==> config.mk <==
export PLATFORM = sky130hd
export DESIGN_NAME = level_loader
export DESIGN_NICKNAME = d
export VERILOG_FILES = /design/src/rtl/level_loader_pkg.sv /design/src/rtl/level_loader_rom.sv /design/src/rtl/level_loader.sv
export SDC_FILE = /design/constraint.sdc
export NUM_CORES = 1
export LEC_CHECK = 0
export CAP_MARGIN = 20
export CORE_MARGIN = 3
export CORE_UTILIZATION = 39
export DETAILED_ROUTE_END_ITERATION = 12
export GPL_TIMING_DRIVEN = 0
export PLACE_DENSITY = 0.65
export SLEW_MARGIN = 30
export SYNTH_ARGS = -nofsm -noshare
export SYNTH_HDL_FRONTEND = slang
export SYNTH_SLANG_ARGS = --single-unit
==> constraint.sdc <==
create_clock -name clk -period 6.2 [get_ports clk]
set_clock_uncertainty 0.05 [all_clocks]
set_input_delay 0.62 -clock clk [delete_from_list [all_inputs] [get_ports clk]]
set_output_delay 0.62 -clock clk [all_outputs]
set_load 0.01 [all_outputs]
==> src/rtl/level_loader_pkg.sv <==
// Shared game constants and loader state encoding.
package level_loader_pkg;
  localparam int BRICK_NUM_DEF  = 40;
  localparam int COLS_DEF       = 10;
  localparam int BRICK_W_DEF    = 16;
  localparam int BRICK_H_DEF    = 8;
  localparam int DRAW_DELAY_DEF = 16;
  localparam int NUM_LEVELS_DEF = 3;
  localparam int HEALTH_W_DEF   = 2;
  localparam int LEVEL_W        = 4;
  localparam int PIX_W          = 10;

  typedef enum logic [2:0] {
    S_IDLE  = 3'd0,
    S_PREP  = 3'd1,
    S_DRAW  = 3'd2,
    S_WRITE = 3'd3,
    S_DONE  = 3'd4
  } state_t;
endpackage

==> src/rtl/level_loader_rom.sv <==
// Per-level brick health tables; add new levels here without touching the FSM.
module level_rom
  import level_loader_pkg::*;
#(
  parameter int ADDR_W     = 6,
  parameter int HEALTH_W   = HEALTH_W_DEF,
  parameter int NUM_LEVELS = NUM_LEVELS_DEF
) (
  input  logic [LEVEL_W-1:0]  level,
  input  logic [ADDR_W-1:0]   index,
  output logic [HEALTH_W-1:0] health
);
  int lv, idx;

  always_comb begin
    lv     = int'(level);
    idx    = int'(index);
    health = '0;
    // Levels beyond the table count read as empty so the load clears memory.
    if (lv < NUM_LEVELS) begin
      case (lv)
        0: case (idx)
             1, 3, 4: health = HEALTH_W'(3);
             2, 33:   health = HEALTH_W'(1);
             5:       health = HEALTH_W'(2);
             default: health = '0;
           endcase
        1:       health = HEALTH_W'(1);
        2:       health = idx[0] ? '0 : HEALTH_W'(2);
        default: health = '0;
      endcase
    end
  end
endmodule

==> src/rtl/level_loader.sv <==
// Walks every brick of the selected level: draw request, drawer wait, memory write.
module level_loader
  import level_loader_pkg::*;
#(
  parameter int BRICK_NUM  = BRICK_NUM_DEF,
  parameter int COLS       = COLS_DEF,
  parameter int BRICK_W    = BRICK_W_DEF,
  parameter int BRICK_H    = BRICK_H_DEF,
  parameter int X_ORIGIN   = 0,
  parameter int Y_ORIGIN   = 0,
  parameter int DRAW_DELAY = DRAW_DELAY_DEF,
  parameter int NUM_LEVELS = NUM_LEVELS_DEF,
  parameter int HEALTH_W   = HEALTH_W_DEF,
  parameter int SKIP_EMPTY = 0
) (
  input  logic                         clk,
  input  logic                         reset,
  input  logic                         start,
  input  logic [LEVEL_W-1:0]           level,
  output logic                         busy,
  output logic                         done,
  output logic                         draw,
  output logic                         write_en,
  output logic [$clog2(BRICK_NUM)-1:0] address,
  output logic [PIX_W-1:0]             x_out,
  output logic [PIX_W-1:0]             y_out,
  output logic [HEALTH_W-1:0]          health,
  output logic [$clog2(BRICK_NUM):0]   live_count
);
  localparam int ADDR_W = $clog2(BRICK_NUM);
  localparam int CNT_W  = $clog2(DRAW_DELAY + 1);

  state_t              state;
  logic [ADDR_W-1:0]   index;
  logic [CNT_W-1:0]    cnt;
  logic [LEVEL_W-1:0]  lvl;
  logic                skip_brick;

  level_rom #(
    .ADDR_W(ADDR_W), .HEALTH_W(HEALTH_W), .NUM_LEVELS(NUM_LEVELS)
  ) u_rom (
    .level(lvl), .index(index), .health(health)
  );

  assign skip_brick = (SKIP_EMPTY != 0) && (health == '0);
  assign address    = index;
  assign x_out      = PIX_W'(X_ORIGIN + (int'(index) % COLS) * BRICK_W);
  assign y_out      = PIX_W'(Y_ORIGIN + (int'(index) / COLS) * BRICK_H);

  assign busy     = (state == S_PREP) || (state == S_DRAW) || (state == S_WRITE);
  assign done     = (state == S_DONE);
  assign draw     = (state == S_PREP) && !skip_brick;
  // A restart taken in WRITE suppresses that brick's write.
  assign write_en = (state == S_WRITE) && !start;

  always_ff @(posedge clk) begin
    if (reset) begin
      state      <= S_IDLE;
      index      <= '0;
      cnt        <= '0;
      lvl        <= '0;
      live_count <= '0;
    end else if (start) begin
      state      <= S_PREP;
      lvl        <= level;
      index      <= '0;
      live_count <= '0;
    end else begin
      unique case (state)
        S_PREP: begin
          if (skip_brick) state <= S_WRITE;
          else begin
            cnt   <= '0;
            state <= S_DRAW;
          end
        end
        S_DRAW: begin
          cnt <= cnt + CNT_W'(1);
          if (cnt == CNT_W'(DRAW_DELAY - 1)) state <= S_WRITE;
        end
        S_WRITE: begin
          if (health != '0) live_count <= live_count + (ADDR_W+1)'(1);
          if (index == ADDR_W'(BRICK_NUM - 1)) state <= S_DONE;
          else begin
            index <= index + ADDR_W'(1);
            state <= S_PREP;
          end
        end
        default: state <= state;
      endcase
    end
  end
endmodule

==> results_dict.tcl <==
set metrics [dict create \
    seq_area_um2 500.5 \
    grt_max_degree 14 \
    layout-drive-gt1-share 0.09556 \
    ios 46 \
    finalNetCount 311 \
    first_iter_violations 62 \
    drtPass1Iterations 4 \
    avgRoutedWirePerCell_um 11.86 \
    ant_nets 0 \
    hold_path_class "register to register" \
    syn_area_per_cell_um2 7.904 \
    multi_input_area_um2 1286 \
    wl_met1_um 2149 \
    ys_seq_area_frac 0.2574 \
    critical-path-slowest-cell "clkdlybuf4s50_1" \
    worstPathRequired_ps 5530 \
    synth_seq_cells 25 \
    synth_top_family_by_area "simple AND/OR/NAND/NOR gates" \
    syn-cell-area_um2 1944 \
    numPortBuffers 33 \
    finalSetupViolations 0 \
    synth_cells 246 \
    dr_wl_met3_um 147 \
    final_cell_mix "nor2_1 (38), clkdlybuf4s50_1 (33), dfxtp_1 (25)" \
    initial_utilization 0.4063 \
    track_usage 0.1451 \
    status "completed" \
    cts_tree "done" \
    cts.sinks 25 \
    fill_cells 481 \
    fin_cells 360 \
    hpwl_um 3278 \
    pwr_density_cell_nw_per_um2 121.3 \
    grt_overflow_total 0 \
    antenna_found_initial 0 \
    synth_ff_type "dfxtp_1" \
    path_clk_slew_ps 90 \
    cpPeakStageDelay_ps 570 \
    die_area_um2 5869 \
    yosys_warnings 0 \
    drv_cap 0 \
    netlist-cell-type-count 58 \
    htreeDepth 1 \
    finish.instance_area_um2 2441 \
    critical_path_arrival_ps 3790 \
    relSlewSlack 0.5431 \
    postCtsHoldBufs 0 \
    insertedDiodeCount 0 \
    synthArstFlopShare 0 \
    core-area_um2 4786 \
    met2WireLength_um 1937 \
    post-place-ws_ps 2079 \
    cts_buffers 3 \
    worst_slew_pin_slew_ps 683.9 \
    finalHoldViolations 0 \
    clockBufferDepth 2 \
    rrSetupSlack_ps 3720 \
    placed_area_um2 2396 \
    path_max_fanout 8 \
    leakage_nw 0.9675 \
    top_layer_used "met4" \
    worstSetupPathType "register to output port" \
    root_buffer "clkbuf_8" \
    post-place-cells 356 \
    route.detailed.drc 0 \
    synthXorXnorAreaFrac 0.06306 \
    rows 25 \
    period_needed_ps 4465 \
    synth_edf_count 0 \
    clock_insertion_delay_worst_skew_ps 260 \
    routed_wl_um 4270 \
    end_kind "output port" \
    place_congestion 0.8865 \
    grt_pass1_wl_um 7279 \
    die_x_um 76.61 \
    setup_ws_ps 1735 \
    synth-simple-area-share 0.2420 \
    grt_pass1_vias 1613 \
    vdd_drop_max_mv 0.08768 \
    maxSlewViolCount 0 \
    final_util 0.5101 \
    setup-tns-final_ps 0 \
    path_cells "nor2_4 > inv_4 > ha_1 > and2b_1 > a21o_1 > nand2_1 > xnor2_1 > ha_1 > nor3b_1 > a311oi_1 > o22ai_1 > a211oi_1 > nor3_1 > clkdlybuf4s50_1" \
    rsz0062_at_grt "false" \
    cpMostUsedCell "ha_1" \
    layout_commonest_cell "nor2_1" \
    muxShareOfSynthArea 0.04633 \
    synthAdderAreaFrac 0.06435 \
    vias_per_cell 4.953 \
    synth_compound_area_frac 0.2246 \
    vias 1783 \
    synthToLayoutAreaGrowth_pct 25.55 \
    cts_resized 0 \
    post_cts_buffers 0 \
    die_y_um 76.61 \
    max_freq_mhz 224.0 \
    final.period_utilization 0.7201 \
    critPathLaunchType "register" \
]
-- synthesized netlist by cell type, types with 2 or more instances --
master | n | area, µm²
ha_1 | 10 | 125.1
and3_1 | 3 | 18.77
nor2_1 | 38 | 142.6
a211oi_1 | 7 | 52.55
o22ai_1 | 2 | 12.51
nand2_1 | 14 | 52.55
mux2i_1 | 9 | 90.09
nor2b_1 | 8 | 50.05
and2_1 | 4 | 25.02
inv_1 | 11 | 41.29
dfxtp_1 | 25 | 500.5
nand4_1 | 2 | 12.51
xor2_1 | 4 | 35.03
nand3_1 | 8 | 40.04
nand3b_1 | 2 | 15.01
o21ai_0 | 7 | 35.03
a21oi_1 | 12 | 60.06
buf_4 | 14 | 105.1
nor3b_1 | 2 | 15.01
xnor2_1 | 10 | 87.58
a2111oi_4 | 2 | 55.05
o21ai_1 | 3 | 15.01
nor3_1 | 6 | 30.03
clkbuf_1 | 9 | 33.78
-- where the power goes --
part	switching [mW]	internal (mW)
combinational	0.0184	0.0171
clock	0.0491	0.0458
sequential	0.00269	0.163
-- final cells by class --
| class | instances | share of cell area |
|---|---|---|
| buffer | 25 | 0.06048 |
| clock buffer | 4 | 0.01845 |
| inverter | 12 | 0.01948 |
| multi-input combinational | 194 | 0.5269 |
| sequential | 25 | 0.2050 |
| tap | 67 | 0.03434 |
| timing repair buffer | 33 | 0.1353 |
-- flip-flops by register name, indices dropped and copies added (netlist names) --
register,cells
lvl,4
state,3
cnt,5
live_count,7
address,6
-- stage by stage --
stage | total power [mW] | hold slack [ps]
2_1_floorplan | 0.1937 | 381.9
3_3_place_gp | 0.2046 | 408.3
3_5_place_dp | 0.2046 | 408.6
4_1_cts | 0.2983 | 427.3
5_1_grt | 0.3087 | 440.6
6_report | 0.2960 | 427.4
-- logic make-up after synthesis --
| logic type | after synthesis |
|---|---|
| compound gates | 55 |
| xor+xnor | 14 |
| fa+ha+maj | 10 |
| buf+inv | 37 |
| flops | 25 |
| mux | 9 |
| other cells | 1 |
| simple gates | 95 |
-- worst paths after layout --
kind,endpoint,startpoint,cells after the start
worst max register to register,live_count[2],address[1],9
worst min-delay path,cnt[3],cnt[3],1
worst min register to register,cnt[3],cnt[3],1
worst max-delay path,x_out[9],address[4],14
-- layer usage --
layer	up-vias	global-route usage
li1	930	-
met1	807	0.1977
met2	42	0.2425
met3	4	0.01773
met4	0	0.03623
met5	-	0
-- worst max-delay path: cells and delay by family (launching register included) --
family	cells	cell delay (ps)
AO/OA/AOI/OAI	4	630
adder cells (fa/ha/maj)	2	590
buffers and inverters	2	650
flip-flops	1	410
XOR/XNOR	1	200
AND/OR/NAND/NOR	5	1060
(Power assumes the default switching activity.)
==> RTL edit 1: new RTL, same settings <==
The package constant `LEVEL_W` goes from 4 to 3.
--- a/src/rtl/level_loader_pkg.sv
+++ b/src/rtl/level_loader_pkg.sv
@@ -8,5 +8,5 @@
   localparam int NUM_LEVELS_DEF = 3;
   localparam int HEALTH_W_DEF   = 2;
-  localparam int LEVEL_W        = 4;
+  localparam int LEVEL_W        = 3;
   localparam int PIX_W          = 10;
 
Ports: changed (resized level); port bits go from 46 to 45. The function was not compared with the original's and may differ.
==> RTL edit 1 against the unedited design <==
Worst setup slack gained 75 ps. Non-clock buffer count shrank 1. Utilization grew 0.53 points. Maximum frequency grew 1.7%. Routed wire length grew 7.7%. Design area grew 1.7%. Largest power group unchanged. Power grew 1.3%. Area after synthesis grew 1.6%. Critical path type unchanged. Sequential cell count shrank 1. Clock power grew 15%.
==> RTL edit 1: results (changes against the unedited design) <==
[outcome]
status=completed  ; unchanged

[clocking]
numCtsBuffers=3  ; unchanged
clock_latency_ps=270
htreeDepth=1  ; unchanged
cts.clk_slew.worst_paths_ps=80
clockBufferDepth=2  ; unchanged
cts_root_buffer=clkbuf_8  ; unchanged
cts_setup_buffers=0  ; unchanged
post_cts_resized=0  ; unchanged

[cells_and_area]
antennaDiodeCount=0  ; unchanged
largest_register_ffs=7  ; unchanged
largest-register=live_count  ; unchanged
drive_above_1_share_pct=10.9  ; was 9.56%
nNetsFinal=320  ; was 311

[synth]
synth_compound_area_share_pct=23.0  ; was 22.5%
ys_seq_area_share_pct=24.3  ; was 25.7%
synthDistinctLibCells=61  ; was 58
synthAdderAreaFrac_pct=6.33  ; was 6.44%
muxShareOfSynthArea_pct=6.71  ; was 4.63%
yosysWarningCount=0  ; unchanged
async_flop_share_pct=0  ; unchanged
synth_commonest_cells=32 x nor2_1, 24 x dfxtp_1, 14 x nand2_1, 13 x a21oi_1, 13 x inv_1  ; was 38 x nor2_1, 25 x dfxtp_1, 14 x buf_4, 14 x nand2_1, 12 x a21oi_1
ys_top_cells_by_area=dfxtp_1 24%, ha_1 6.3%, nor2_1 6.1%  ; was dfxtp_1 26%, nor2_1 7.3%, ha_1 6.4%
synth_xor_area_share_pct=2.66  ; was 6.31%
synth.top_cell.area_share_pct=24.3  ; was 25.7%

[grt]
grt.total_usage_pct=16.2  ; was 14.5%
grt_pass1_wl_um=8200  ; was 7280 um
grt_max_degree=14  ; unchanged
antenna_found_initial=0  ; unchanged
grt_pass1_vias=1841  ; was 1613

[drt]
m1WireLength_um=2170  ; was 2150 um
route.met2.wl_um=2180  ; was 1940 um
met3WireLength_um=178  ; was 147 um
firstDrtPassIters=4  ; unchanged
vias_per_cell=5.23  ; was 4.95
routedWlPerCell_um=12.4  ; was 11.9 um
drtIter0Drc=143  ; was 62
highest_layer=met4  ; unchanged

[setup_path]
slowest_stage=clkdlybuf4s50_1  ; unchanged
ff2ff_path_depth=7  ; was 9
slowest_delay_ps=560
crit_fanout=10  ; was 8

[hold_path]
min_path_type=reg -> reg  ; unchanged
holdPathStages=2  ; was 1

[placement]
gp_congestion=0.873  ; was 0.887
hpwl_um=3560  ; was 3280 um
pre_cts_ws_ps=2100  ; was 2080 ps
io_buffers=33  ; unchanged

[sta]
setup_viol=0  ; unchanged
slew_violations=0  ; unchanged

[power]
ir_drop_mv=0.121  ; was 0.0877 mV
p_leak_nw=1.06  ; was 0.967 nW

RTL edit 1: changes by cell type in the layout (fill, tap and decap cells not counted), moves of 6 or more:
cell	change
nand2b_1	+6
a211oi_1	-7
nor2b_1	-8
or3_1	+8
nor2_1	-6
clkbuf_1	-6
RTL edit 1: critical path: cells and delay by family (launching register included):
kind / cells / cell delay, ps
compound gates: 5 / 560
fa+ha+maj: 2 / 600
buf+inv: 3 / 820
flops: 1 / 320
mux: 1 / 140
simple gates: 3 / 1000
RTL edit 1: power breakdown:
part | switching [mW] | internal, mW | total (mW)
clock network | 0.0521 | 0.0568 | 0.109
logic | 0.0164 | 0.0165 | 0.0329
registers | 0.00194 | 0.156 | 0.158
total | 0.0705 | 0.229 | 0.300
RTL edit 1: final timing paths:
check | startpoint | slack, ps | end
worst max-delay path | address[3] | 1810 | x_out[9]
worst min-delay path | live_count[6] | 440 | live_count[6]
worst max register to register | address[1] | 3740 | live_count[3]
worst min register to register | live_count[6] | 440 | live_count[6]
RTL edit 1: per-layer routing:
layer,GRT usage (%),up-vias
li1,-,997
met1,20.4,889
met2,27.5,41
met3,2.35,7
met4,6.58,0
met5,0,-
RTL edit 1: final cells by class:
class                           instances  area (sq um)
Buffer                                 24           151
Multi-Input combinational cell        205          1330
Tap cell                               67          83.8
Fill cell                             516          2330
Clock buffer                            4          55.1
Inverter                               13          48.8
Timing Repair Buffer                   33           330
Sequential cell                        24           480
RTL edit 1: logic make-up after synthesis:
family	after synthesis
xor gates and xnor gates	6
other	1
adders and majority gates	10
and+or+nand+nor	100
muxes	13
AOI/OAI and AO/OA	65
DFF	24
buffers and inverters	37
RTL edit 1: per-stage QoR:
stage / cells / util (%) / hold slack, ps / area (sq um)
after floorplan: 266 / - / 404 / 2010
after global placement: 366 / 50.4 / 415 / 2430
after detailed placement: 366 / 50.4 / 418 / 2430
after CTS: 370 / 51.5 / 438 / 2480
after global routing: 370 / 51.5 / 466 / 2480
final: 370 / 51.5 / 442 / 2480
==> RTL edit 2: new RTL, same settings <==
Made on the original files. Reset style: asynchronous (`reset`), changed in one clocked block.
--- a/src/rtl/level_loader.sv
+++ b/src/rtl/level_loader.sv
@@ -54,5 +54,5 @@
   assign write_en = (state == S_WRITE) && !start;
 
-  always_ff @(posedge clk) begin
+  always_ff @(posedge clk or posedge reset) begin
     if (reset) begin
       state      <= S_IDLE;
Formal check against the unedited RTL: differs if reset is asserted again (counterexample within 4 cycles, from zero or initial values and one cycle with reset high); with reset held inactive, the same outputs for 10 cycles.
==> RTL edit 2 against the unedited design <==
Via count decreased by 1.9%. Area after synthesis rose by 2.6%. Critical path depth unchanged. Synthesized cell count fell by 3.3%. Sequential cell count is the same. Utilization up 0.68 points. Worst setup slack got worse by 800 ps. Routed wire length increased by 4.9%. Count of clock-buffer cells in the layout decreased by 1. Design area grew 2.7%. Critical path type unchanged.
Power is not compared: it rests on default switching activity, and its combinational part moved more than twofold at a synthesized area within 25%.
==> RTL edit 2: results (changes against the unedited design) <==
[cells_and_area]
fillerInstances=489  ; was 481
fin_cells=353  ; was 360
drive_above_1_share_pct=12.9  ; was 9.56%
antennaDiodeCount=0  ; unchanged
nNetsFinal=306  ; was 311

[drt]
met3WireLength_um=150  ; was 147 um
finalWirelength_um=4480  ; was 4270 um
route.met2.wl_um=2130  ; was 1940 um
vias_per_cell=4.96  ; was 4.95
firstDrtPassIters=4  ; unchanged
drtIter0Drc=121  ; was 62
m1WireLength_um=2170  ; was 2150 um

[grt]
grt_pass1_vias=1639  ; was 1613
grt_max_degree=26  ; was 14
grt_pass1_wl_um=7640  ; was 7280 um
use_met1_pct=21.2  ; was 19.8%
use_met3_pct=2.55  ; was 1.77%
antenna_found_initial=0  ; unchanged
grt.total_usage_pct=15.4  ; was 14.5%
met2_usage_pct=25.6  ; was 24.3%

[hold_path]
holdPathStages=2  ; was 1
hp-start=cnt[4]  ; was cnt[3]
hold_path_end=cnt[4]  ; was cnt[3]

[setup_path]
rrSetupSlack_ps=3540  ; was 3720 ps
reg2reg_to=live_count[1]  ; was live_count[2]
crit_arrival_ps=4600  ; was 3790 ps
crit_fanout=7  ; was 8
r2r-start=address[1]  ; unchanged
slowest_stage=a2111oi_2  ; was clkdlybuf4s50_1
ff2ff_path_depth=9  ; unchanged
startpoint=address[4]  ; unchanged
cp_top_family=compound AO/OA/AOI/OAI gates  ; was simple AND/OR/NAND/NOR gates
slowest_delay_ps=650  ; was 570 ps

[sta]
whs_ps=487  ; was 427 ps
tightest_slew_ps=681  ; was 684 ps

[synth]
synth_compound_area_share_pct=18.8  ; was 22.5%
avgSynthCellArea_sq_um=8.39  ; was 7.90 sq um
synth_xor_area_share_pct=6.58  ; was 6.31%
async_flop_share_pct=100  ; was 0%
synth_commonest_cells=33 x nor2_1, 25 x dfrtp_1, 16 x inv_1, 16 x nand2_1  ; was 38 x nor2_1, 25 x dfxtp_1, 14 x buf_4, 14 x nand2_1, 12 x a21oi_1
muxShareOfSynthArea_pct=4.76  ; was 4.63%
ys_seq_area_share_pct=31.3  ; was 25.7%
synthDistinctLibCells=53  ; was 58
synthAdderAreaFrac_pct=7.52  ; was 6.44%
ys_top_cells_by_area=dfrtp_1 31%, ha_1 7.5%, nor2_1 6.2%  ; was dfxtp_1 26%, nor2_1 7.3%, ha_1 6.4%

[power]
p_leak_nw=1.08
ir_drop_mv=0.132

[outcome]
status=completed  ; unchanged

[clocking]
clockBufferDepth=2  ; unchanged
cts.clk_slew.worst_paths_ps=90  ; about the same
cts_setup_buffers=0  ; unchanged

[placement]
hpwl_um=3530  ; was 3280 um
gp_congestion=0.824  ; was 0.887
io_buffers=34  ; was 33

## RTL edit 2: worst max-delay path by stage
| stage | endpoint | depth (start not counted) |
|---|---|---|
| after floorplan | x_out[9] | 13 |
| after global placement | x_out[9] | 14 |
| after detailed placement | x_out[9] | 14 |
| after CTS | x_out[9] | 14 |
| after global routing | x_out[9] | 14 |
| final | x_out[9] | 14 |
## RTL edit 2: cell type report
| type | count | area (sq um) | share of cell area, % |
|---|---|---|---|
| buffer | 21 | 135 | 5.39 |
| clock buffer | 3 | 41.3 | 1.65 |
| clock inverter | 1 | 7.51 | 0.300 |
| inverter | 17 | 63.8 | 2.55 |
| multi-input combinational | 185 | 1210 | 48.2 |
| sequential | 25 | 626 | 25.0 |
| tap | 67 | 83.8 | 3.34 |
| timing repair buffer | 34 | 340 | 13.6 |
## RTL edit 2: logic make-up (layout without fill, tap and decap cells)
kind of cell	after synthesis	in the layout
adders and majority gates	12	12
other	1	11
AOI/OAI and AO/OA	52	52
DFF	25	25
xor gates and xnor gates	15	15
muxes	9	9
buffers and inverters	38	76
and+or+nand+nor	86	86
## RTL edit 2: report_power, final
| group | internal (mW) | leakage, nW | switching (mW) |
|---|---|---|---|
| logic | 0.0326 | 0.726 | 0.0389 |
| clock network | 0.0455 | 0.0217 | 0.0517 |
| registers | 0.172 | 0.335 | 0.0115 |
| total | 0.250 | 1.08 | 0.102 |
## RTL edit 2: metrics by stage
| step | worst slack [ps] | total power [mW] | instance area, sq um |
|---|---|---|---|
| final | 934 | 0.352 | 2510 |
| after global placement | 1290 | 0.256 | 2460 |
| after detailed placement | 1260 | 0.259 | 2460 |
| after global routing | 660 | 0.372 | 2510 |
| after CTS | 948 | 0.356 | 2510 |
| after floorplan | 2090 | 0.232 | 2030 |
